## src/rtl/seq_scan_ctrl_pkg.sv

```systemverilog
// Shared types and constants for the serial pattern scan controller.
// Holds the FSM state encoding and the default detector pattern.
package seq_pkg;

  typedef enum logic [1:0] {
    IDLE   = 2'd0,
    SHIFT  = 2'd1,
    REPORT = 2'd2
  } state_t;

  localparam logic [3:0] PAT_1011 = 4'b1011;

  // Width helper that never returns zero, so 1-entry ranges still get a bit.
  function automatic int unsigned clog2_min1(input int unsigned value);
    return (value <= 1) ? 1 : $clog2(value);
  endfunction

endpackage

```

## src/rtl/seq_scan_ctrl_if.sv

```systemverilog
// Word-side bus of the scan controller: config, input handshake and results.
// Handshake: a word transfers on the rising CLK edge where IN_VALID && IN_READY.
interface seq_scan_ctrl_if #(
  parameter int WORD_W = 16,
  parameter int PAT_W  = 4,
  parameter int CNT_W  = 5
);
  import seq_pkg::*;

  logic              CFG_WE;
  logic [PAT_W-1:0]  CFG_PAT;
  logic              CFG_OVL;
  logic              IN_VALID;
  logic              IN_READY;
  logic [WORD_W-1:0] IN_DATA;
  logic              BUSY;
  logic              HIT;
  logic              DONE;
  logic [CNT_W-1:0]  MATCH_CNT;
  state_t            state;

  modport master (
    output CFG_WE, CFG_PAT, CFG_OVL, IN_VALID, IN_DATA,
    input  IN_READY, BUSY, HIT, DONE, MATCH_CNT, state
  );

  modport slave (
    input  CFG_WE, CFG_PAT, CFG_OVL, IN_VALID, IN_DATA,
    output IN_READY, BUSY, HIT, DONE, MATCH_CNT, state
  );

endinterface

```

## src/rtl/seq_scan_ctrl_match.sv

```systemverilog
// Serial PAT_W-bit detector: shifting window, fill counter and pattern compare.
// The hit is Mealy: it reflects the bit presented in the current cycle.
module seq_match_core #(
  parameter int PAT_W = 4
) (
  input  logic             CLK,
  input  logic             RST,
  input  logic             data_bit,
  input  logic             shift_en,
  input  logic             clr,
  input  logic             ovl,
  input  logic [PAT_W-1:0] pattern,
  output logic             hit
);

  localparam int FILL_W = $clog2(PAT_W + 1);
  localparam logic [FILL_W-1:0] FULL = FILL_W'(PAT_W);

  logic [PAT_W-1:0]  window;
  logic [PAT_W-1:0]  window_nx;
  logic [FILL_W-1:0] fill;
  logic [FILL_W-1:0] fill_inc;

  always_comb begin
    window_nx = {window[PAT_W-2:0], data_bit};
    fill_inc  = (fill == FULL) ? fill : fill + 1'b1;
    hit       = shift_en && (fill_inc == FULL) && (window_nx == pattern);
  end

  // Non-overlapping mode drops the fill on a hit so the next match needs fresh bits.
  always_ff @(posedge CLK or posedge RST) begin
    if (RST) begin
      window <= '0;
      fill   <= '0;
    end else if (clr) begin
      window <= '0;
      fill   <= '0;
    end else if (shift_en) begin
      window <= window_nx;
      fill   <= (hit && !ovl) ? '0 : fill_inc;
    end
  end

endmodule

```

## src/rtl/seq_scan_ctrl.sv

```systemverilog
// Scan controller: accepts a word, shifts it MSB-first through the detector,
// counts matches and reports the count with a one-cycle DONE pulse.
module seq_scan_ctrl
  import seq_pkg::*;
#(
  parameter int               WORD_W  = 16,
  parameter int               PAT_W   = 4,
  parameter int               CNT_W   = 5,
  parameter logic [PAT_W-1:0] RST_PAT = PAT_1011,
  parameter logic             RST_OVL = 1'b0
) (
  input  logic            CLK,
  input  logic            RST,
  seq_scan_ctrl_if.slave  bus
);

  localparam int IDX_W = clog2_min1(WORD_W);

  state_t            state;
  state_t            state_nx;
  logic [WORD_W-1:0] shift_reg;
  logic [IDX_W-1:0]  bit_idx;
  logic [CNT_W-1:0]  run_cnt;
  logic [CNT_W-1:0]  run_cnt_nx;
  logic [CNT_W-1:0]  match_cnt;
  logic [PAT_W-1:0]  pat_q;
  logic              ovl_q;
  logic              accept;
  logic              shift_en;
  logic              last_bit;
  logic              hit;

  seq_match_core #(
    .PAT_W (PAT_W)
  ) u_core (
    .CLK      (CLK),
    .RST      (RST),
    .data_bit (shift_reg[WORD_W-1]),
    .shift_en (shift_en),
    .clr      (accept),
    .ovl      (ovl_q),
    .pattern  (pat_q),
    .hit      (hit)
  );

  always_comb begin
    state_nx = state;
    accept   = 1'b0;
    shift_en = 1'b0;
    last_bit = 1'b0;
    case (state)
      IDLE: begin
        if (bus.IN_VALID) begin
          accept   = 1'b1;
          state_nx = SHIFT;
        end
      end
      SHIFT: begin
        shift_en = 1'b1;
        if (bit_idx == '0) begin
          last_bit = 1'b1;
          state_nx = REPORT;
        end
      end
      REPORT:  state_nx = IDLE;
      default: state_nx = IDLE;
    endcase
  end

  always_comb begin
    run_cnt_nx = run_cnt;
    if (hit && (run_cnt != {CNT_W{1'b1}})) begin
      run_cnt_nx = run_cnt + 1'b1;
    end
  end

  always_ff @(posedge CLK or posedge RST) begin
    if (RST) begin
      state <= IDLE;
    end else begin
      state <= state_nx;
    end
  end

  // Config only moves in IDLE, so a word in flight keeps the settings it was accepted with.
  always_ff @(posedge CLK or posedge RST) begin
    if (RST) begin
      pat_q <= RST_PAT;
      ovl_q <= RST_OVL;
    end else if ((state == IDLE) && bus.CFG_WE) begin
      pat_q <= bus.CFG_PAT;
      ovl_q <= bus.CFG_OVL;
    end
  end

  // MATCH_CNT loads on the last bit so it is already valid while DONE is high.
  always_ff @(posedge CLK or posedge RST) begin
    if (RST) begin
      shift_reg <= '0;
      bit_idx   <= '0;
      run_cnt   <= '0;
      match_cnt <= '0;
    end else if (accept) begin
      shift_reg <= bus.IN_DATA;
      bit_idx   <= IDX_W'(WORD_W - 1);
      run_cnt   <= '0;
    end else if (shift_en) begin
      shift_reg <= {shift_reg[WORD_W-2:0], 1'b0};
      bit_idx   <= bit_idx - 1'b1;
      run_cnt   <= run_cnt_nx;
      if (last_bit) begin
        match_cnt <= run_cnt_nx;
      end
    end
  end

  assign bus.IN_READY  = (state == IDLE);
  assign bus.BUSY      = (state != IDLE);
  assign bus.DONE      = (state == REPORT);
  assign bus.HIT       = hit;
  assign bus.MATCH_CNT = match_cnt;
  assign bus.state     = state;

endmodule

```

## src/flat_wrapper.sv

```systemverilog
// flat-port wrapper written by rule: the top's interface ports become plain ports
module seq_scan_ctrl_flat import seq_pkg::*;
#(
  parameter int               WORD_W  = 16,
  parameter int               PAT_W   = 4,
  parameter int               CNT_W   = 5,
  parameter logic [PAT_W-1:0] RST_PAT = PAT_1011,
  parameter logic             RST_OVL = 1'b0
)
  (CLK, RST, bus_CFG_WE, bus_CFG_PAT, bus_CFG_OVL, bus_IN_VALID, bus_IN_DATA, bus_IN_READY, bus_BUSY, bus_HIT, bus_DONE, bus_MATCH_CNT, bus_state);
  seq_scan_ctrl_if #(.WORD_W(WORD_W), .PAT_W(PAT_W), .CNT_W(CNT_W)) bus_i ();
  input  logic CLK;
  input  logic RST;
  input wire logic [$bits(bus_i.CFG_WE)-1:0] bus_CFG_WE;
  input wire logic [$bits(bus_i.CFG_PAT)-1:0] bus_CFG_PAT;
  input wire logic [$bits(bus_i.CFG_OVL)-1:0] bus_CFG_OVL;
  input wire logic [$bits(bus_i.IN_VALID)-1:0] bus_IN_VALID;
  input wire logic [$bits(bus_i.IN_DATA)-1:0] bus_IN_DATA;
  output wire logic [$bits(bus_i.IN_READY)-1:0] bus_IN_READY;
  output wire logic [$bits(bus_i.BUSY)-1:0] bus_BUSY;
  output wire logic [$bits(bus_i.HIT)-1:0] bus_HIT;
  output wire logic [$bits(bus_i.DONE)-1:0] bus_DONE;
  output wire logic [$bits(bus_i.MATCH_CNT)-1:0] bus_MATCH_CNT;
  output wire logic [$bits(bus_i.state)-1:0] bus_state;
  assign bus_i.CFG_WE = bus_CFG_WE;
  assign bus_i.CFG_PAT = bus_CFG_PAT;
  assign bus_i.CFG_OVL = bus_CFG_OVL;
  assign bus_i.IN_VALID = bus_IN_VALID;
  assign bus_i.IN_DATA = bus_IN_DATA;
  assign bus_IN_READY = bus_i.IN_READY;
  assign bus_BUSY = bus_i.BUSY;
  assign bus_HIT = bus_i.HIT;
  assign bus_DONE = bus_i.DONE;
  assign bus_MATCH_CNT = bus_i.MATCH_CNT;
  assign bus_state = bus_i.state;
  seq_scan_ctrl #(.WORD_W(WORD_W), .PAT_W(PAT_W), .CNT_W(CNT_W), .RST_PAT(RST_PAT), .RST_OVL(RST_OVL)) u_core (.CLK(CLK), .RST(RST), .bus(bus_i));
endmodule
```

## config.mk

```make
export PLATFORM = sky130hd
export DESIGN_NAME = seq_scan_ctrl_flat
export DESIGN_NICKNAME = d
export VERILOG_FILES = /design/src/rtl/seq_scan_ctrl_pkg.sv /design/src/rtl/seq_scan_ctrl_if.sv /design/src/rtl/seq_scan_ctrl_match.sv /design/src/rtl/seq_scan_ctrl.sv /design/src/flat_wrapper.sv
export SDC_FILE = /design/constraint.sdc
export NUM_CORES = 1
export LEC_CHECK = 0
export CORE_MARGIN = 2
export CORE_UTILIZATION = 40
export CTS_CLUSTER_DIAMETER = 80
export DETAILED_ROUTE_END_ITERATION = 8
export SYNTH_ARGS = -nofsm -noshare
export SYNTH_HDL_FRONTEND = slang
export SYNTH_HIERARCHICAL = 1
export SYNTH_SLANG_ARGS = --single-unit
```

## constraint.sdc

```tcl
create_clock -name CLK -period 4.3 [get_ports CLK]
set_input_delay 0.86 -clock CLK [delete_from_list [all_inputs] [get_ports CLK]]
set_output_delay 0.86 -clock CLK [all_outputs]
set_load 0.005 [all_outputs]
```

==> results_dict.tcl <==
set metrics [dict create \
    status "finished clean" \
    grt_max_degree 40 \
    async_flop_share 1.00 \
    synth_seq_cells 43 \
    drt_iter0_markers 125 \
    maxSlewViolCount 0 \
    synth_nets 232 \
    regToRegSetupSlack_ns 2.05 \
    cts_root_buf "clkbuf_8" \
    hold_violations 0 \
    synth_fa_ha_area_frac 0.0292 \
    n_fill_cell 504 \
    dieArea_um2 5960 \
    worst_slack_ns 1.17 \
    io_pins 36 \
    setup_viol 0 \
    synth_compound_area_frac 0.144 \
    overflow 0 \
    finClkSkew_ns 0.00642 \
    grt_usage 0.146 \
    core-area_um2 5140 \
    power.leakage_nw 1.20 \
    synthTopCellsByCount "nand2_1 (43), dfrtp_1 (40), a21oi_1 (9), nor2_1 (9)" \
    min_path_type "reg2reg" \
    rsz0062_at_grt "no" \
    ant_nets 0 \
    crit_end "bus_HIT" \
    cts_tree "yes" \
    final_net_count 267 \
    clock_path_buffers 2 \
    num_vias 1521 \
    die_h_um 77.2 \
    drc_errors 0 \
    timing.fmax_ghz 0.320 \
    finalCritPeriodShare 0.727 \
    post_cts_buffers 0 \
    clock_latency_ns 0.29 \
    drive_gt1_frac 0.127 \
    synth.area.mux_share 0.0519 \
    cts.clk_slew.worst_paths_ns 0.08 \
    area_growth_pct 22.0 \
    ys.flop_type "dfrtp_1" \
    cts_resized 0 \
    largest_reg_flops 16 \
    io_buffers 35 \
    period_needed_ns 3.13 \
    ctsHtreeMaxLevel 2 \
    synthSimpleGateAreaFrac 0.184 \
    synth_xor_area_frac 0.0362 \
    fp.dieW_um 77.2 \
    pre_cts_ws_ns 1.48 \
    synth.avg_cell_area_um2 10.6 \
    rr_endpoint "u_core/run_cnt[3]" \
    worst_pin_slew_ns 0.760 \
    ys_types 45 \
    relSlewSlack 0.493 \
    maxCapViolations 0 \
    first_pass_iters 4 \
    critPathRequiredTime_ns 3.44 \
    antenna_cells 0 \
    finalPower_mw 1.66 \
    crit_arrival_ns 2.27 \
    syn_area_um2 2140 \
    grt_pass1_wl_mm 6.89 \
    place.gp.congestion 0.777 \
    cts_hold_buf 0 \
    post-dp-hpwl_mm 2.78 \
    yosysSeqAreaShare 0.504 \
    worstReg2RegStart "u_core/u_core/fill[0]" \
    num_rows 26 \
    antenna_found_initial 0 \
    critPathMaxFanout 4 \
    syn_inst 202 \
    peakVddDrop_mv 0.298 \
    initial_utilization 0.417 \
    ff2ff_path_depth 8 \
    yosysTopAreaCell "dfrtp_1" \
    wl_per_cell_um 13.0 \
    cts_inserted_buffers 5 \
    crit_start "u_core/u_core/fill[0]" \
    setup_tns_ns 0 \
    via_per_inst 4.95 \
    power_per_cell_area_nw_per_um2 636 \
    cp-start-kind "flip-flop" \
    numClockSinks 43 \
    ys_top_cells_by_area "dfrtp_1 (47%), nand2_1 (7.5%), a22oi_2 (4.7%)" \
    yosys_warnings 6 \
    endpoint_kind "output port" \
    hold_ws_ns 0.483 \
    wl_mm 3.99 \
    synth_top_area_frac 0.467 \
    synth_edf_count 0 \
    path_class "reg2out" \
    grt_pass1_vias 1462 \
    synth.most_common_cell "nand2_1" \
    synth_top_family_by_area "simple AND/OR/NAND/NOR gates" \
]
metrics by stage:
stage           util  cell area, um2  cells
2_1_floorplan      -            2140    202
3_3_place_gp   0.492            2530    300
3_5_place_dp   0.492            2530    300
4_1_cts        0.509            2620    307
5_1_grt        0.509            2620    307
6_report       0.509            2620    307
worst min-delay path by stage:
stage	startpoint	endpoint	slack, ns	depth (start not counted)
finish	u_core/shift_reg[12]	u_core/shift_reg[12]	0.48	2
detailed placement	u_core/shift_reg[11]	u_core/shift_reg[11]	0.47	2
CTS	u_core/shift_reg[11]	u_core/shift_reg[11]	0.49	2
floorplan	u_core/shift_reg[7]	u_core/shift_reg[7]	0.45	2
global route	u_core/shift_reg[8]	u_core/shift_reg[8]	0.51	2
global placement	u_core/shift_reg[11]	u_core/shift_reg[11]	0.46	2
power breakdown:
group | switching [mW] | internal, mW | leakage (nW)
clock | 0.130 | 0.126 | 0.0470
sequential | 0.123 | 0.584 | 0.534
combinational | 0.350 | 0.350 | 0.621
total | 0.603 | 1.06 | 1.20
final cells by class:
class                   instances  area, um2  share of cell area
inverters                      10       42.5              0.0163
repair buffers                 37        365               0.140
multi-input cells             140        953               0.364
clock inverters                 1       5.00             0.00191
well taps                      70       87.6              0.0335
flip-flops and latches         43       1080               0.413
clock buffers                   6       82.6              0.0316
kinds of logic (layout without fill, tap and decap cells):
| kind of cell | Yosys count | count (layout) |
|---|---|---|
| AOI/OAI and AO/OA | 40 | 40 |
| xor gates and xnor gates | 8 | 8 |
| adders and majority gates | 5 | 5 |
| buffers and inverters | 19 | 54 |
| DFF | 43 | 43 |
| muxes | 10 | 10 |
| and+or+nand+nor | 77 | 77 |
worst max-delay path, cell delays in order, from the launching register on:
cell and delay [ns]:
dfrtp_1 0.39, inv_1 0.12, ha_1 0.26, nand2b_1 0.16, nor3_1 0.18, nor4bb_4 0.30
clkdlybuf4s50_1 0.56
per-layer routing:
metal	global-route usage	vias to the layer above	part of all wire
met4	0.0482	0	0.011
met5	0	-	0
met3	0.0435	5	0.051
met2	0.215	33	0.43
li1	-	775	-
met1	0.207	708	0.51
cell usage in the layout (no fill, tap or decap), types with 5 or more instances in the layout:
master	n
a22oi_2	8
nand2_1	43
xnor2_1	6
clkdlybuf4s50_1	35
inv_1	8
ha_1	5
clkbuf_8	6
dfrtp_1	40
mux2_1	5
a22oi_1	7
a21oi_1	9
nor2_1	9
(Power assumes the default switching activity.)
